===== src/rtl/dmem_arbiter.sv =====
// dmem_arbiter: shares the single-ported data memory between the core (0) and debug port (1).
// Define DMEM_ARB_ROUND_ROBIN_EN for round-robin arbitration; otherwise the core has fixed priority.
`timescale 1ns/1ps
module dmem_arbiter #(
    parameter int ADDR_W = 8,
    parameter int DATA_W = 8
) (
    input  logic              clock,
    input  logic              reset,
    input  logic [1:0]        req,
    input  logic [1:0]        we,
    input  logic [ADDR_W-1:0] addr0,
    input  logic [ADDR_W-1:0] addr1,
    input  logic [DATA_W-1:0] wdata0,
    input  logic [DATA_W-1:0] wdata1,
    output logic [1:0]        gnt,
    output logic [1:0]        rvalid,
    output logic [DATA_W-1:0] rdata,
    output logic              mem_read,
    output logic              mem_write,
    output logic [ADDR_W-1:0] mem_addr,
    output logic [DATA_W-1:0] mem_wdata,
    input  logic [DATA_W-1:0] mem_rdata
);

    typedef enum logic [1:0] {
        IDLE  = 2'd0,
        ISSUE = 2'd1,
        RESP  = 2'd2
    } state_t;

    state_t state;
    state_t state_n;
    logic   owner;
    logic   we_q;
    logic   win;
    logic   take;

    assign take = (state == IDLE) && (|req);

`ifdef DMEM_ARB_ROUND_ROBIN_EN
    logic last_owner;

    // Resets to 1 so the core wins the first tie.
    always_ff @(posedge clock) begin
        if (reset) begin
            last_owner <= 1'b1;
        end else if (state == ISSUE) begin
            last_owner <= owner;
        end
    end

    assign win = (req == 2'b11) ? ~last_owner : req[1];
`else
    // Requester 1 only wins when the core is not asking.
    assign win = ~req[0];
`endif

    always_ff @(posedge clock) begin
        if (reset) begin
            state <= IDLE;
        end else begin
            state <= state_n;
        end
    end

    always_comb begin
        state_n = state;
        unique case (state)
            IDLE:    if (|req) state_n = ISSUE;
            ISSUE:   state_n = we_q ? IDLE : RESP;
            RESP:    state_n = IDLE;
            default: state_n = IDLE;
        endcase
    end

    always_comb begin
        gnt       = 2'b00;
        mem_read  = 1'b0;
        mem_write = 1'b0;
        if (state == ISSUE) begin
            gnt       = owner ? 2'b10 : 2'b01;
            mem_read  = ~we_q;
            mem_write = we_q;
        end
    end

    // The winner's request is latched in IDLE so memory sees stable values in ISSUE.
    always_ff @(posedge clock) begin
        if (reset) begin
            owner     <= 1'b0;
            we_q      <= 1'b0;
            mem_addr  <= '0;
            mem_wdata <= '0;
        end else if (take) begin
            owner     <= win;
            we_q      <= we[win];
            mem_addr  <= win ? addr1 : addr0;
            mem_wdata <= win ? wdata1 : wdata0;
        end
    end

    always_ff @(posedge clock) begin
        if (reset) begin
            rvalid <= 2'b00;
            rdata  <= '0;
        end else begin
            rvalid <= 2'b00;
            if (state == RESP) begin
                rvalid <= owner ? 2'b10 : 2'b01;
                rdata  <= mem_rdata;
            end
        end
    end

endmodule

===== config.mk =====
export PLATFORM = sky130hd
export DESIGN_NAME = dmem_arbiter
export DESIGN_NICKNAME = d
export VERILOG_FILES = /design/src/rtl/dmem_arbiter.sv
export SDC_FILE = /design/constraint.sdc
export NUM_CORES = 1
export LEC_CHECK = 0
export ABC_AREA = 0
export CORE_MARGIN = 8
export CORE_UTILIZATION = 30
export DETAILED_ROUTE_END_ITERATION = 8
export GPL_ROUTABILITY_DRIVEN = 0
export HOLD_SLACK_MARGIN = 0.06
export PLACE_DENSITY = 0.66
export SYNTH_ARGS = -nofsm -noshare
export SYNTH_HDL_FRONTEND = slang
export SYNTH_SLANG_ARGS = --single-unit

===== constraint.sdc =====
create_clock -name clock -period 2 [get_ports clock]
set_input_delay 0.4 -clock clock [delete_from_list [all_inputs] [get_ports clock]]
set_output_delay 0.4 -clock clock [all_outputs]
set_load 0.02 [all_outputs]

; ---- Word level (Yosys, flattened, before mapping)
; Cells that the tools add are included.
[totals]
reg_bits = 30
input_bits = 46
[classes]
n_lt_le_gt_ge = 1
n_eq_ne = 3
mux = 11
n_bitwise = 3
n_reduce_logical = 4
[ops]
columns = cell, n
row1 = 8-bit two-way mux, 2
row2 = 2-bit two-way mux, 4
row3 = 1-bit two-way mux, 4
row4 = 2-bit case mux with 2 select lines, 1
row5 = 2-bit OR reduction, 2
row6 = 1-bit inverter, 3
row7 = 2-bit by 1-bit == test with 1-bit output (second input constant), 1
row8 = 2-bit == test (second input constant), 1
row9 = 2-bit zero test, 1
row10 = 1-bit by 2-bit < comparator with 1-bit output (second input constant), 1
row11 = 2-bit by 1-bit inequality test with 1-bit output (second input constant), 1
row12 = 1-bit logical AND, 1

; ---- Longest topological paths before layout
; Gate-level depths: netlist of the first run.
[logic_depth]
depth_word = 3
depth_mapped = 7
mapped_depth_nobuf = 3

; ---- Worst setup path after synthesis of the first run
; No wires, ideal clock.
[synth_timing]
path_type = input-to-reg
startpoint = input req[0]
endpoint = register mem_addr[0]
setup_ps = 81
t_arrival_ps = 1445
required_time_ps = 1919
slack_ps = 474
stages = 7
path_buffers = 4
path_cell_list = buf_6 > or2_1 > buf_6 > and2_4 > buf_6 > buf_6 > a211oi_2
[synth_via]
elab_chain_cells = 2
elab_cells_between_ends = 3
classes_between = 1 x mux / 2 x reduce/logical
[synth_lines]
columns = element, line
row1 = "start, declared", 10  ; input logic [1:0] req,
row2 = 2-bit OR reduction, 39  ; assign take = (state == IDLE) && (|req);
row3 = 1-bit logical AND, 39
row4 = "end signal, assigned", 98  ; mem_addr <= win ? addr1 : addr0;
row5 = "end, declared", 21  ; output logic [ADDR_W-1:0] mem_addr,
; Parallel ways exist; a longest one is shown, timed or not.
; A chain may end at the register's enable or synchronous reset.

; ---- Worst setup path after layout of the first run
[layout_timing]
startpoint = register mem_wdata[7]
endpoint = output mem_wdata[7]
[layout_lines]
columns = element, line
row1 = "start, declared", 22  ; output logic [DATA_W-1:0] mem_wdata,
row2 = "start signal, assigned", 99  ; mem_wdata <= win ? wdata1 : wdata0;
; No word-level cell between the ends.

==> results.md, run 1 <==
- The number of nets in the layout is roughly 260.
- The worst path needs roughly 1.6 ns of the cycle, external delays included.
- The buffer and inverter count on the worst path is 1.
- The area growth from synthesis to layout is 65.7%.
- The number of global-route vias before repair is 1,298.
- The final number of max-transition violations is 0.
- The post-layout utilization of the core is 0.508.
- The largest net degree at the start of global routing is 31.
- The total overflow left after global routing is 0.
- For this run, the total global-route usage over all layers was measured as 0.120.
- The placed cell count is around 260.
- The first global-routing pass estimated between 6000 and 7000 um of wire.
- Once the clock tree was built, the setup fixing pass inserted 0 buffers.
- The finished layout cell area is between 2000 and 2500 um^2.
- The floorplan step set the die height to a little over 80 um.
- The area after detailed placement is 2080 um^2.
- The run finished with clean final reports.
- The clock transition at the registers of the reported paths is 0.06 ns.
- The number of nets still failing antenna checks after routing is 0.
- The average cell area after synthesis is between 9 and 10 um^2.
- The number of fill cells is 430.
- The CTS buffer count is 5.
- The leakage power of the design is 0.000867 uW.
- between 70 and 80 I/O pins were placed.
- Gates resized during post-CTS repair numbered 0.
- The top cell types in the final layout, fill and taps aside, are 71 x sky130_fd_sc_hd__clkdlybuf4s50_1, 30 x sky130_fd_sc_hd__dfxtp_1, 26 x sky130_fd_sc_hd__a21oi_1, 17 x sky130_fd_sc_hd__mux2i_1, 16 x sky130_fd_sc_hd__nand2_1.
- On the final layout, the worst clock skew is approximately 0.0042 ns.
- 0 antenna diodes ended up in the layout.
- The count of mapped cells out of synthesis is 136.
- The period utilization is 0.819.
- The final-layout setup total negative slack is 0 ns.
- The max-capacitance violation count is 0.
- Data on the critical path arrives at its endpoint at around 1.2 ns.
- Across the VDD grid, the largest voltage drop is 432 uV.
- On the worst path, the slowest cell contributes a delay of 0.62 ns.
- The initial utilization of the core area, before any placement, comes to 0.307.
- Setup violations remaining at the end of the flow were counted as 0.
- The final routed DRC violation total is 0.
- The startpoint identified for the worst hold timing path is rdata[2].
- For this design the ratio of total power to cell area is 720 nW/um^2.
- In the routed layout, each cell is associated on average with a via count of 4.67.
- For this design, the CTS-stage hold fixing added 0 buffers.
- The detailed placer's ending HPWL is between 2000 and 3000 um.
- In this run the critical register-to-register path is launched from state[1].
- The clock sink count is 30.
- The final count of hold timing violations was 0.
- The flop and latch count out of synthesis is 30.
- Of the cells placed in the final design, the portion with a size suffix greater than 1 is 0.100.
- The number of iterations in the first detailed-routing pass is 4.
- The TritonCTS clock tree is built.
- In this run the worst path has a maximum fanout of 2.
- The later-pin clock latency in the skew report is around 0.27 ns.
- The H-tree was split into 2 levels.
- The die covers between 6000 and 7000 um^2.
- Setup repair after global routing left no endpoint under its margin.
- The worst pin sits at a relative slew slack of 0.632.
- The signal on the critical path passes through clkdlybuf4s50_1.
- The most frequent standard cell in the layout excluding fill and tap cells is sky130_fd_sc_hd__clkdlybuf4s50_1.
- The worst hold path cell count is 2.
- The initial antenna violation count is 0.
- The maximum buffer depth of the clock tree is 2.
- The worst setup path is captured at a primary output.
- Leaving out filler cells and counting taps, the final layout contains 262.
- The count of synthesis-stage warnings from yosys is 0.
- The worst setup path startpoint is mem_wdata[7].
- The clock tree root buffer cell is sky130_fd_sc_hd__clkbuf_8.
- At the placement stage, the worst setup path has a slack of around 0.28 ns.
- Timing would allow up to a little over 0.6 GHz.
- In this run the worst hold path is classified as reg2reg.
- In this run the number of cells on the critical path is 1.
- On the critical path, the stage with the largest delay is an instance of sky130_fd_sc_hd__clkdlybuf4s50_1.
- The floorplan has 24 rows.
- In this design, the largest share of critical-path delay is due to buffers and inverters.
- At the pin with the least slew margin, the transition time is roughly 0.55 ns.
- The routed wire length per instance is between 10 and 15 um.
- Wires add up to around 4000 um.
- In the post-route analysis, the smallest setup slack over all paths is approximately 0.36 ns.
- The post-synthesis cell area is around 1300 um^2.
- The post-synthesis net count is 182.
- The number of distinct standard cells referenced by the synthesized netlist is 16.
- For the worst setup path, the data required time is about 1.6 ns.
- The kind of start point of the critical path is a flip-flop.
- The floorplan die width is between 80 and 90 um.
- The worst setup path is of the reg2out kind.
- The core region is around 4300 um^2.
- The count of cells along the worst register-to-register path is 3.
- The number of buffers added on ports is between 70 and 80.
- The sequential fraction of the synthesis area is 0.459.
- For this block, the initial DRC count from the detailed router was 50.
- Across all layers, the routed design uses 1,223 vias.
## worst paths after layout
| kind | end | slack, ns |
|---|---|---|
| worst max-delay path | mem_wdata[7] | 0.36 |
| worst max register to register | rdata[6] | 0.82 |
| worst min-delay path | rdata[2] | 0.45 |
| worst min register to register | rdata[2] | 0.45 |
## synth_stat cells
cell	number	area, um^2
sky130_fd_sc_hd__mux2i_1	17	170
sky130_fd_sc_hd__buf_6	4	45.0
sky130_fd_sc_hd__nor2_1	5	18.8
sky130_fd_sc_hd__or2_1	1	6.26
sky130_fd_sc_hd__clkbuf_1	8	30.0
sky130_fd_sc_hd__nor3_1	3	15.0
sky130_fd_sc_hd__dfxtp_1	30	601
sky130_fd_sc_hd__nor2b_1	2	12.5
sky130_fd_sc_hd__nand2_1	16	60.1
sky130_fd_sc_hd__a211oi_2	10	125
sky130_fd_sc_hd__a211oi_1	8	60.1
sky130_fd_sc_hd__buf_2	1	5.00
sky130_fd_sc_hd__a21oi_1	26	130
sky130_fd_sc_hd__nand2b_1	2	12.5
sky130_fd_sc_hd__inv_1	2	7.51
sky130_fd_sc_hd__and2_4	1	8.76
## area by class of cell
| type | instances | area (um^2) | area share |
|---|---|---|---|
| clock buffers | 7 | 76.3 | 0.0352 |
| inverters | 2 | 7.51 | 0.00346 |
| multi-input cells | 91 | 619 | 0.286 |
| flip-flops and latches | 30 | 601 | 0.277 |
| well taps | 52 | 65.1 | 0.0300 |
| repair buffers | 80 | 798 | 0.368 |
## flip-flops by register name, indices dropped and copies added, names as in the netlist
name       cells
mem_addr       8
mem_wdata      8
owner          1
rdata          8
rvalid         2
state          2
we_q           1
## cells by family (layout without fill, tap and decap cells)
| family | Yosys count | in the layout | synth area share |
|---|---|---|---|
| muxes | 17 | 17 | 0.130 |
| buffers and inverters | 15 | 89 | 0.0670 |
| DFF | 30 | 30 | 0.459 |
| and+or+nand+nor | 30 | 30 | 0.102 |
| AOI/OAI and AO/OA | 44 | 44 | 0.241 |
## routing by layer
layer | routed length (um) | up-vias | GRT usage
met2 | 1880 | 46 | 0.194
met4 | 61 | 0 | 0.0526
met5 | 0 | - | 0
met3 | 381 | 8 | 0.0591
met1 | 1600 | 542 | 0.131
li1 | - | 627 | -
## stage by stage
stage | total power [uW] | hold slack (ns)
2_1_floorplan | 926 | 0.451
3_3_place_gp | 1140 | 0.442
3_5_place_dp | 1140 | 0.447
4_1_cts | 1590 | 0.455
5_1_grt | 1650 | 0.470
6_report | 1560 | 0.452
## power by group
part / internal [uW] / switching, uW
logic: 234 / 210
clock network: 239 / 198
registers: 650 / 29.3
No activity file was read; power rests on OpenSTA's default activity.
==> run 2, diff against run 1 <==
PLACE_DENSITY = 0.69   (was 0.66)
clock period = 1.4 ns   (was 2 ns; I/O delays follow)
==> run 2 against run 1 <==
Compared with the run above: register-to-register slack got worse by 0.72 ns; combinational power rose by 45%; non-clock buffer count rose by 11; final area rose by 4.8%; hold slack improved by 0.0015 ns; die area did not move; sequential share of layout area fell by 1.3 points; setup slack got worse by 0.27 ns; utilization rose by 2.4 points; clock power rose by 100%; via count rose by 2.9%; critical path type is now reg2reg; highest routed layer unchanged.
==> results.md, run 2 (synthesis gave the netlist of run 1 again) <==
- The first-pass GRT wire length is 6270 um (was 6230 um).
- The floorplan die width came to 82.0 um (unchanged).
- The number of iterations in the first detailed-routing pass is 4 (unchanged).
- Unrepaired setup endpoints after global routing: no (unchanged).
- The number of buffers added on ports is 75 (unchanged).
- The top-level I/O count came to 76 (unchanged).
- The worst slew slack as a fraction of its limit is 0.745 (was 0.632).
- The maximum level of the CTS H-tree came to 2 (unchanged).
- The maximum buffer depth of the clock tree is 2 (unchanged).
- The data arrival time of the critical path was 1.51 ns (was 1.24 ns).
- The data required time of the critical path is 1.60 ns (about the same).
- The total design power was 2490 uW (was 1560 uW).
- The clock transition at the registers of the reported paths is 0.06 ns (about the same).
- The critical path endpoint category is a flip-flop (was primary output).
- The CTS buffer count was 5 (unchanged).
- The number of nets still failing antenna checks after routing is 0 (unchanged).
- The period utilization is 0.932.
- The die outline height came to 82.0 um (unchanged).
- The max-capacitance violation count is 0 (unchanged).
- The antenna cell count was 0 (unchanged).
- The total wirelength of the detailed-routed design came to 4000 um (was 3920 um).
- The delay of the slowest critical-path stage is 0.33 ns (was 0.62 ns).
- The total of endpoints with negative setup slack in the final report is 0 (unchanged).
- Ordered list of cells on the worst path: buf_4 -> nor2_2 -> buf_2 -> a21oi_1 -> a211oi_2 (was clkdlybuf4s50_1).
- The starting DRC count in detailed routing is 27 (was 50).
- The leakage power of the design is 0.000991 uW (was 0.000867 uW).
- The core outline area is 4260 um^2 (unchanged).
- The per-cell via count in the routed design was 4.59 (was 4.67).
- The worst min-delay path category is reg2reg (unchanged).
- The final count of hold timing violations is 0 (unchanged).
- The TritonCTS clock tree is built (unchanged).
- The total grt overflow was 0 (unchanged).
- The post-CTS repair timing setup buffer count is 0 (unchanged).
- The number of global-route vias before repair was 1,317 (was 1,298).
- The number of standard-cell rows in the floorplan is 24 (unchanged).
- The final number of max-transition violations is 0 (unchanged).
- The clock tree root buffer cell was sky130_fd_sc_hd__clkbuf_8 (unchanged).
- Derived from the worst setup path, the maximum achievable clock frequency is between 0.7 and 0.8 GHz.
- The most frequent standard cell in the layout excluding fill and tap cells is sky130_fd_sc_hd__clkdlybuf4s50_1 (unchanged).
- The number of vias in the routed layout is 1,259 (was 1,223).
- The later-pin clock latency in the skew report is 0.28 ns (was 0.27 ns).
- Result of the run: finished clean (unchanged).
- The critical path class is reg2reg (was reg2out).
- The share of cells above drive strength 1 is 0.194 (was 0.100).
- The worst supply voltage drop on vdd is 452 uV (was 432 uV).
- The measured slew at the worst slew-check pin came to 0.382 ns (was 0.550 ns).
- The critical-path cell with the highest stage delay was sky130_fd_sc_hd__dfxtp_1 (was sky130_fd_sc_hd__clkdlybuf4s50_1).
- The layout overhead on the synthesized area is 73.7% (was 65.7%).
- The final worst clock skew came to 0.00427 ns (was 0.00421 ns).
- The largest driver fanout on the critical path came to 9 (was 2).
- The kind of start point of the critical path is a flip-flop (unchanged).
- The detailed placer's ending HPWL was 2970 um (was 2890 um).
- The total die area was 6730 um^2 (unchanged).
- The number of nets in the layout is 268 (was 256).
- The final routed DRC violation total was 0 (unchanged).
- The final-layout setup total negative slack is 0 ns (unchanged).
- The routed wire length per instance came to 14.6 um (was 15.0 um).
- The total global-route track usage came to 0.122 (was 0.120).
- The initial antenna violation count came to 0 (unchanged).
- The clock sink count is 30 (unchanged).
- Commonest non-fill, non-tap cells in the layout: 45 x sky130_fd_sc_hd__clkdlybuf4s50_1, 30 x sky130_fd_sc_hd__dfxtp_1, 26 x sky130_fd_sc_hd__a21oi_1, 26 x sky130_fd_sc_hd__dlygate4sd2_1, 17 x sky130_fd_sc_hd__mux2i_1 (was 71 x sky130_fd_sc_hd__clkdlybuf4s50_1, 30 x sky130_fd_sc_hd__dfxtp_1, 26 x sky130_fd_sc_hd__a21oi_1, 17 x sky130_fd_sc_hd__mux2i_1, 16 x sky130_fd_sc_hd__nand2_1).
- Largest registers: mem_addr: 8 flops, mem_wdata: 8 flops, rdata: 8 flops (unchanged).
- The initial standard-cell utilization of the core was 0.307 (unchanged).
- The power density over cell area is 1100 nW/um^2 (was 720 nW/um^2).
- The largest net degree at the start of global routing came to 23 (was 31).
- The clock period minus final worst setup slack is approximately 1.3 ns.
[run 2: worst paths after layout]
check	start	end	slack [ns]	cells past startpoint
min reg2reg	rdata[7]	rdata[7]	0.45	2
min	rdata[7]	rdata[7]	0.45	2
max	state[0]	mem_wdata[7]	0.1	5
max reg2reg	state[0]	mem_wdata[7]	0.1	5
[run 2: repair_timing]
item	in CTS	in global routing
setup endpoints to repair	30	6
pin swaps	0	1
gates resized for setup	42	10
hold buffers	0	0
gates cloned	0	2
[run 2: cell type report]
class                           count  area (um^2)
Clock buffer                        6         82.6
Clock inverter                      1         30.0
Fill cell                         402         1990
Inverter                            2         7.51
Multi-Input combinational cell     92          642
Sequential cell                    30          601
Tap cell                           52         65.1
Timing Repair Buffer               91          843
[run 2: report_power, final]
part	switching, uW	total [uW]	internal [uW]	leakage (uW)
combinational	317	644	327	0.000686
sequential	37.6	966	928	0.000247
clock	309	877	569	0.0000573
[run 2: metrics by stage]
stage | util | setup slack, ns | hold slack (ns) | instance area [um^2] | instances
floorplan | - | 0.0155 | 0.416 | 1310 | 136
global placement | 0.509 | -0.138 | 0.442 | 2170 | 265
detailed placement | 0.509 | -0.180 | 0.448 | 2170 | 265
CTS | 0.523 | 0.00292 | 0.454 | 2230 | 272
global route | 0.533 | 0.0115 | 0.473 | 2270 | 274
finish | 0.533 | 0.0959 | 0.453 | 2270 | 274
[run 2: routing by layer]
layer  wire length [um]  up-vias  track usage
met5                  0        -            0
met4                 49        0       0.0439
met3                310        6       0.0525
met2               2090       42        0.212
met1               1550      555        0.128
li1                   -      656            -
[run 2: worst max-delay path: cells and delay by family (launching register included)]
kind	cells	cell delay (ns)
buffers and inverters	2	0.41
AND/OR/NAND/NOR	1	0.20
AO/OA/AOI/OAI	2	0.29
flip-flops	1	0.33
